===== config.mk =====
export PLATFORM = sky130hd
export DESIGN_NAME = seq_restoring_divider
export DESIGN_NICKNAME = d
export VERILOG_FILES = /design/src/rtl/seq_restoring_divider.sv
export SDC_FILE = /design/constraint.sdc
export NUM_CORES = 1
export LEC_CHECK = 0
export CORE_ASPECT_RATIO = 1.75
export CORE_MARGIN = 10
export CORE_UTILIZATION = 45
export CTS_CLUSTER_DIAMETER = 80
export DETAILED_ROUTE_END_ITERATION = 6
export GPL_TIMING_DRIVEN = 1
export PLACE_DENSITY_LB_ADDON = 0.2
export SYNTH_ARGS = -nofsm -noshare
export SYNTH_HDL_FRONTEND = slang
export SYNTH_SLANG_ARGS = --single-unit

===== constraint.sdc =====
create_clock -name clk -period 3.2 [get_ports clk]
set_input_delay 0.48 -clock clk [delete_from_list [all_inputs] [get_ports clk]]
set_output_delay 0.48 -clock clk [all_outputs]
set_load 0.1 [all_outputs]

===== src/rtl/seq_restoring_divider.sv =====
// seq_restoring_divider
// Iterative radix-2 restoring divider (unsigned). One quotient bit per
// unstalled RUN cycle, WIDTH iterations per operation. With EARLY_EXIT=1 the
// divide-by-zero and dividend<divisor cases finish straight from IDLE. The
// result bits are the same in both modes; only the timing differs.
// The D inputs of the quotient/remainder registers are exported so that
// shadow or predicate logic outside the block can follow the datapath.
module seq_restoring_divider #(
    parameter int WIDTH      = 16,
    parameter bit EARLY_EXIT = 1'b1
) (
    input  logic             clk,
    input  logic             rst_n,
    input  logic             in_valid,
    input  logic             stall,
    input  logic [WIDTH-1:0] dividend,
    input  logic [WIDTH-1:0] divisor,
    output logic             in_ready,
    output logic             busy,
    output logic             out_valid,
    output logic [WIDTH-1:0] quotient,
    output logic [WIDTH-1:0] remainder,
    output logic             div_by_zero,
    output logic [1:0]       state_o,
    output logic [WIDTH-1:0] quo_next,
    output logic [WIDTH-1:0] rem_next
);

    localparam int            CW       = $clog2(WIDTH) + 1;
    localparam logic [CW-1:0] LAST_CNT = CW'(WIDTH - 1);
    localparam logic [CW-1:0] CNT_ONE  = CW'(1);

    typedef enum logic [1:0] {
        ST_IDLE = 2'd0,
        ST_RUN  = 2'd1,
        ST_DONE = 2'd2
    } state_e;

    // Result of one restoring iteration.
    typedef struct packed {
        logic [WIDTH:0]   rem;
        logic [WIDTH-1:0] quo;
    } step_t;

    // One restoring step: shift the next dividend bit into the partial
    // remainder, subtract the divisor if it fits, and shift the decision bit
    // into the quotient. The top remainder bit takes part in the compare so the
    // step stays exact for any register content; in normal operation it is 0.
    // The subtract is WIDTH+1 bits wide so divisors above 2^(WIDTH-1) cannot
    // overflow.
    function automatic step_t div_step(input logic [WIDTH:0]   rem,
                                       input logic [WIDTH-1:0] quo,
                                       input logic [WIDTH-1:0] dvs);
        logic [WIDTH+1:0] shifted;
        logic [WIDTH+1:0] dvs_ext;
        logic [WIDTH:0]   diff;
        step_t            res;
        shifted = {rem, quo[WIDTH-1]};
        dvs_ext = {2'b00, dvs};
        diff    = shifted[WIDTH:0] - {1'b0, dvs};
        if (shifted >= dvs_ext) begin
            res.rem = diff;
            res.quo = {quo[WIDTH-2:0], 1'b1};
        end else begin
            res.rem = shifted[WIDTH:0];
            res.quo = {quo[WIDTH-2:0], 1'b0};
        end
        return res;
    endfunction

    state_e           state_q,   state_d,   state_adv;
    logic [WIDTH-1:0] quo_q,     quo_d,     quo_adv;
    logic [WIDTH:0]   rem_q,     rem_d,     rem_adv;
    logic [WIDTH-1:0] dvs_q,     dvs_d,     dvs_adv;
    logic [CW-1:0]    cnt_q,     cnt_d,     cnt_adv;
    logic             dbz_q,     dbz_d,     dbz_adv;
    step_t            step_s;

    // Unstalled next state: accept/shortcut in IDLE, iterate in RUN, leave DONE.
    always_comb begin
        state_adv = state_q;
        quo_adv   = quo_q;
        rem_adv   = rem_q;
        dvs_adv   = dvs_q;
        cnt_adv   = cnt_q;
        dbz_adv   = dbz_q;
        step_s    = div_step(rem_q, quo_q, dvs_q);
        case (state_q)
            ST_IDLE: begin
                if (in_valid) begin
                    quo_adv = dividend;
                    rem_adv = {(WIDTH + 1){1'b0}};
                    dvs_adv = divisor;
                    cnt_adv = {CW{1'b0}};
                    dbz_adv = (divisor == {WIDTH{1'b0}});
                    if (EARLY_EXIT && (divisor == {WIDTH{1'b0}})) begin
                        // Same bits the full loop would produce for x/0.
                        quo_adv   = {WIDTH{1'b1}};
                        rem_adv   = {1'b0, dividend};
                        state_adv = ST_DONE;
                    end else if (EARLY_EXIT && (dividend < divisor)) begin
                        quo_adv   = {WIDTH{1'b0}};
                        rem_adv   = {1'b0, dividend};
                        state_adv = ST_DONE;
                    end else begin
                        state_adv = ST_RUN;
                    end
                end else begin
                    state_adv = ST_IDLE;
                end
            end
            ST_RUN: begin
                quo_adv = step_s.quo;
                rem_adv = step_s.rem;
                cnt_adv = cnt_q + CNT_ONE;
                if (cnt_q == LAST_CNT) begin
                    state_adv = ST_DONE;
                end else begin
                    state_adv = ST_RUN;
                end
            end
            ST_DONE: begin
                state_adv = ST_IDLE;
            end
            default: begin
                state_adv = ST_IDLE;
            end
        endcase
    end

    // Stall freezes every register, in every state (also blocks accept).
    always_comb begin
        if (stall) begin
            state_d = state_q;
            quo_d   = quo_q;
            rem_d   = rem_q;
            dvs_d   = dvs_q;
            cnt_d   = cnt_q;
            dbz_d   = dbz_q;
        end else begin
            state_d = state_adv;
            quo_d   = quo_adv;
            rem_d   = rem_adv;
            dvs_d   = dvs_adv;
            cnt_d   = cnt_adv;
            dbz_d   = dbz_adv;
        end
    end

    // State and datapath registers; reset aborts any operation in flight.
    always_ff @(posedge clk or negedge rst_n) begin
        if (!rst_n) begin
            state_q <= ST_IDLE;
            quo_q   <= {WIDTH{1'b0}};
            rem_q   <= {(WIDTH + 1){1'b0}};
            dvs_q   <= {WIDTH{1'b0}};
            cnt_q   <= {CW{1'b0}};
            dbz_q   <= 1'b0;
        end else begin
            state_q <= state_d;
            quo_q   <= quo_d;
            rem_q   <= rem_d;
            dvs_q   <= dvs_d;
            cnt_q   <= cnt_d;
            dbz_q   <= dbz_d;
        end
    end

    assign in_ready    = (state_q == ST_IDLE) && !stall;
    assign busy        = (state_q != ST_IDLE);
    assign out_valid   = (state_q == ST_DONE);
    assign quotient    = quo_q;
    assign remainder   = rem_q[WIDTH-1:0];
    assign div_by_zero = dbz_q;
    assign state_o     = state_q;
    assign quo_next    = quo_d;
    assign rem_next    = rem_d[WIDTH-1:0];

endmodule


==> results of run 1 <==
-- layout by cell type (no fill, tap or decap), types with 3 or more instances in the layout --
master	n
a22o_1	7
inv_2	6
nand4_1	7
xnor2_1	11
a21oi_4	8
clkbuf_16	10
and3_1	3
o21ai_4	10
ha_4	10
o21ai_0	41
dlymetal6s2s_1	11
inv_1	31
o21ai_2	10
nor2_2	3
buf_12	39
a22oi_1	14
buf_4	112
a21oi_1	17
a221o_4	10
clkdlybuf4s50_1	13
buf_6	8
or3_1	3
nor2_1	21
mux2i_1	6
dlygate4sd2_1	4
o21a_1	5
nor4_1	3
dfrtp_1	55
ha_1	23
a21o_1	3
nand3_1	7
clkdlybuf4s15_1	5
a21oi_2	11
o211ai_1	7
nand2_1	40
-- worst paths after layout --
kind	startpoint	endpoint	slack [ns]	cells after the start
setup reg to reg	quotient[15]	rem_q[2]	0.39	14
min in group clk	divisor[5]	dvs_q[5]	0.48	3
max in group asynchronous	rst_n	quotient[15]	2.22	1
hold reg to reg	cnt_q[4]	cnt_q[4]	0.48	2
setup / recovery	quotient[15]	rem_next[15]	-0.40	13
hold / removal	rst_n	quotient[9]	0.28	1
-- area by class of cell --
type / count / area, um2 / area share (%)
flip-flops and latches: 57 / 1430 / 20.3
well taps: 117 / 146 / 2.08
clock inverters: 3 / 40.0 / 0.568
clock buffers: 12 / 256 / 3.64
multi-input cells: 333 / 2920 / 41.3
inverters: 39 / 161 / 2.29
repair buffers: 195 / 2100 / 29.8
-- cell families (layout without fill, tap and decap cells) --
family	count (synthesis)	in the layout	synth area share [%]
and+or+nand+nor	104	104	12.0
xor gates and xnor gates	12	12	2.59
muxes	7	7	1.73
buffers and inverters	72	249	8.39
AOI/OAI and AO/OA	176	176	29.5
DFF	57	57	35.2
adders and majority gates	34	34	10.7
-- layer usage --
metal  GRT usage, %  vias to the layer above  share of wire, %
li1               -                     2032                 -
met1           23.6                     2245                37
met2           42.3                      182                53
met3           6.34                       44               6.2
met4           11.2                        0               3.6
met5              0                        -                 0
-- registers in the layout (all words and copies together), names as in the netlist --
register and cells:
cnt_q 5, quotient 16, dvs_q 16, div_by_zero 1
rem_q 17, state_o 2
-- worst reg2reg max path, stage by stage, from the launching register on --
cell and delay (ns):
dfrtp_4 0.49, inv_4 0.07, ha_4 0.12, inv_2 0.03
fa_2 0.34, a21o_4 0.23, a31oi_4 0.16, o32a_4 0.24
a22oi_4 0.11, buf_12 0.17, buf_6 0.12, o2111ai_2 0.18
o211ai_1 0.15, buf_4 0.18, buf_4 0.13
-- repair_timing --
action                     4_1_cts  5_1_grt
buffers inserted                 9        7
gates resized for setup         45       52
setup endpoints to repair       32       32
gates cloned                     0        1
pin swaps                       24       25
hold buffers                     0        0
-- through the flow --
| stage | setup WS, ns | instances |
|---|---|---|
| after floorplan | -0.495 | 462 |
| final | -0.396 | 756 |
| after global routing | -0.467 | 756 |
| after global placement | -0.396 | 725 |
| after CTS | -0.341 | 748 |
| after detailed placement | -0.458 | 725 |
==> results.json, run 1 <==
{
  "status": "complete, but fails checks",
  "violations": "setup timing",
  "synth_edf_count": 0,
  "max_freq_mhz": 278,
  "tightest_slew_ns": 0.937,
  "initial_core_util_pct": 46.5,
  "path_class": "reg -> out",
  "tns_ns": -5.83,
  "clk_latency_ns": 0.33,
  "antenna_cells": 0,
  "synth.distinct_cells": 64,
  "holdWs_ns": 0.280,
  "critPathMaxFanout": 6,
  "hold_viol_final": 0,
  "drc": 0,
  "synth_top_area_share_pct": 35.2,
  "hpwl_um": 12300,
  "slowest_stage": "dfrtp_4",
  "overflow": 0,
  "first_global_vias": 4829,
  "viasPerCell": 5.96,
  "drt_wl_total_um": 16700,
  "final_nets": 705,
  "antenna_found_initial": 0,
  "slew_violations": 0,
  "slowest_delay_ns": 0.43,
  "ys_seq_elements": 57,
  "critical_path_required_ns": 2.72,
  "period_needed_ns": 3.60,
  "grt_max_degree": 37,
  "clk_pin_slew_ns": 0.05,
  "ys_seq_area_share_pct": 35.2,
  "setup_viol": 17,
  "cts-root-buf": "clkbuf_16",
  "io_buffers": 105,
  "hold_class": "in -> async",
  "crit_buf_inv": 4,
  "cts.sinks": 57,
  "arrival_ns": 3.12,
  "period_share_pct": 112,
  "postPlaceCellArea_um2": 6250,
  "clockBufferDepth": 2,
  "crit_chain": "inv_4 -> ha_4 -> inv_2 -> fa_2 -> a21o_4 -> a31oi_4 -> o32a_4 -> a22oi_4 -> buf_4 -> nor2_4 -> a22o_1 -> a221o_4 -> buf_12",
  "avgRoutedWirePerCell_um": 22.1,
  "synth_nets": 532,
  "syn_area_um2": 4060,
  "synth_cells": 462,
  "endpoint_kind": "output port",
  "avgSynthCellArea_um2": 8.78,
  "numCtsBuffers": 9,
  "synthMostInstantiatedCell": "o21ai_0",
  "ios": 106,
  "die_h_um": 146,
  "fin_skew_ns": 0.00825,
  "crit_family": "compound AO/OA/AOI/OAI gates",
  "critPathLaunchType": "flip-flop",
  "dr.pass1.iters": 5,
  "n_fill_cell": 508,
  "yosys-top-cells-area": "dfrtp_1, ha_1, o21ai_0",
  "grt_use_total_pct": 23.3,
  "num_vias": 4503,
  "ys_async_sr_fraction_pct": 100,
  "coreArea_um2": 8730,
  "dieWidth_um": 91.8,
  "cts_tree": "yes",
  "yosysWarnings": 0,
  "rsz0062_at_grt": "true",
  "synth_top_area_cell": "dfrtp_1",
  "drt_iter0_markers": 246,
  "cap_viol_max_count": 0,
  "htreeDepth": 3,
  "grt_pass1_wl_um": 24900,
  "finalInstanceArea_um2": 7050,
  "final.setup.worst_slack_ns": -0.396,
  "synthTopCellsByCount": "o21ai_0, dfrtp_1, nand2_1, inv_1, a21oi_1",
  "dieArea_um2": 13400,
  "place.gp.congestion": 0.950,
  "relSlewSlack_pct": 37.5,
  "num_rows": 45,
  "ys.flop_type": "dfrtp_1",
  "syn2layout_area_growth_pct": 73.8,
  "final_core_util_pct": 80.8,
  "drive_above_1_share_pct": 43.0,
  "ant_nets": 0
}
Power of run 1 is not shown: default switching activity piles up to over one toggle a cycle in this logic, so the estimate is an artifact.
==> inputs of run 2 (changes only) <==
--- a/config.mk
+++ b/config.mk
@@ -5,13 +5,16 @@
 export SDC_FILE = /design/constraint.sdc
 export NUM_CORES = 1
 export LEC_CHECK = 0
+export CAP_MARGIN = 10
 export CORE_ASPECT_RATIO = 1.75
 export CORE_MARGIN = 10
 export CORE_UTILIZATION = 45
 export CTS_CLUSTER_DIAMETER = 80
 export DETAILED_ROUTE_END_ITERATION = 6
 export GPL_TIMING_DRIVEN = 1
+export MAX_ROUTING_LAYER = met4
 export PLACE_DENSITY_LB_ADDON = 0.2
+export REMOVE_ABC_BUFFERS = 1
 export SYNTH_ARGS = -nofsm -noshare
 export SYNTH_HDL_FRONTEND = slang
 export SYNTH_SLANG_ARGS = --single-unit
==> results.json, run 2 (synthesized netlist as in run 1, its figures left out) <==
{
  "drt_iter0_markers": 383,
  "arrival_ns": 3.17,
  "drt_wl_total_um": 16900,
  "hpwl_um": 12000,
  "max_freq_mhz": 274,
  "slew_violations": 0,
  "critical_path_required_ns": 2.72,
  "syn2layout_area_growth_pct": 70.2,
  "path_class": "reg -> out",
  "dr.pass1.iters": 5,
  "coreArea_um2": 8730,
  "die_h_um": 146,
  "num_rows": 45,
  "endpoint_kind": "output port",
  "antenna_found_initial": 1,
  "rsz0062_at_grt": "true",
  "final_core_util_pct": 79.1,
  "first_global_vias": 4828,
  "holdWs_ns": 0.333,
  "final.setup.worst_slack_ns": -0.447,
  "final_nets": 713,
  "cts.sinks": 57,
  "tightest_slew_ns": 1.07,
  "avgRoutedWirePerCell_um": 22.1,
  "hold_viol_final": 0,
  "drc": 0,
  "viasPerCell": 6.00,
  "finalInstanceArea_um2": 6900,
  "period_needed_ns": 3.65,
  "cts-root-buf": "clkbuf_16",
  "largest_reg_flops": 17,
  "grt_max_degree": 46,
  "crit_chain": "inv_2 -> ha_4 -> inv_2 -> fa_2 -> a21o_4 -> a31oi_4 -> o32a_4 -> a22oi_4 -> buf_12 -> mux2i_1 -> nor2_1 -> a221o_1 -> buf_12",
  "cts_hold_buf": 0,
  "setup_viol": 17,
  "status": "complete, but fails checks",
  "ios": 106,
  "final_cell_mix": "buf_4, dfrtp_1, o21ai_0, nand2_1, buf_12",
  "ant_nets": 0,
  "dieWidth_um": 91.8,
  "relSlewSlack_pct": 28.3,
  "dieArea_um2": 13400,
  "initial_core_util_pct": 46.5,
  "critPathLaunchType": "flip-flop",
  "numCtsBuffers": 9,
  "clk_pin_slew_ns": 0.05,
  "num_vias": 4593,
  "pre_cts_ws_ns": -0.376,
  "crit_buf_inv": 4,
  "clockBufferDepth": 2,
  "clk_latency_ns": 0.33,
  "critPathMaxFanout": 9,
  "io_buffers": 105,
  "overflow": 0,
  "htreeDepth": 3,
  "slowest_delay_ns": 0.39,
  "grt_pass1_wl_um": 24600,
  "slowest_stage": "dfrtp_1",
  "drive_above_1_share_pct": 43.4,
  "grt_use_total_pct": 23.6,
  "cap_viol_max_count": 0,
  "hold_class": "in -> async",
  "postPlaceCellArea_um2": 5930,
  "cts_tree": "yes",
  "violations": "setup timing",
  "place.gp.congestion": 0.944,
  "final_common_cell": "buf_4",
  "regMostFlops": "rem_q",
  "period_share_pct": 114,
  "crit_family": "compound AO/OA/AOI/OAI gates",
  "fin_skew_ns": 0.00438
}
-- run 2: changes by cell type in the layout (fill, tap and decap cells not counted), sizes merged --
| cell | previous run | this run |
|---|---|---|
| dlygate4sd2 | 4 | 5 |
| dlymetal6s2s | 11 | 14 |
| clkbuf | 14 | 11 |
| buf | 160 | 169 |
| bufinv | 1 | 0 |
| diode | 0 | 1 |
| clkinv | 2 | 4 |
| clkdlybuf4s50 | 13 | 15 |
| clkdlybuf4s15 | 5 | 0 |
-- run 2: layer usage --
metal | part of all wire, % | vias to the layer above | wire length [um] | GRT usage [%]
met1 | 37 | 2243 | 6170 | 23.2
li1 | - | 2044 | - | -
met3 | 5.6 | 60 | 943 | 5.31
met4 | 4.5 | 0 | 760 | 11.0
met5 | 0 | - | 0 | -
met2 | 53 | 246 | 9000 | 42.4
-- run 2: final timing paths --
| kind | startpoint | to | slack (ns) | cells after the start |
|---|---|---|---|---|
| worst max-delay path | quotient[15] | rem_next[1] | -0.45 | 13 |
| worst min-delay path | rst_n | rem_q[4] | 0.33 | 1 |
| worst max register to register | quotient[15] | rem_q[14] | 0.31 | 13 |
| worst min register to register | dvs_q[10] | dvs_q[10] | 0.48 | 2 |
| max in group asynchronous | rst_n | quotient[8] | 2.06 | 2 |
| min in group clk | dvs_q[10] | dvs_q[10] | 0.48 | 2 |
-- run 2: per-stage QoR --
step / TNS [ns] / instances
6_report: -5.60 / 765
5_1_grt: -6.80 / 765
4_1_cts: -4.00 / 755
3_5_place_dp: -10.28 / 731
3_3_place_gp: -9.17 / 731
2_1_floorplan: -103.53 / 429
-- run 2: repair_timing --
item	in CTS	in global routing
gates cloned	1	0
resized for setup	86	59
setup endpoints to repair	32	32
pin swaps	27	23
setup buffers	8	12
-- run 2: area by class of cell --
| type | count | area (um2) |
|---|---|---|
| Multi-Input combinational cell | 333 | 2800 |
| Timing Repair Buffer | 203 | 2120 |
| Fill cell | 523 | 1820 |
| Tap cell | 117 | 146 |
| Inverter | 39 | 146 |
| Antenna cell | 1 | 2.50 |
| Clock buffer | 11 | 243 |
| Sequential cell | 57 | 1430 |
| Clock inverter | 4 | 20.0 |
Power of run 2 is left out for the same reason.
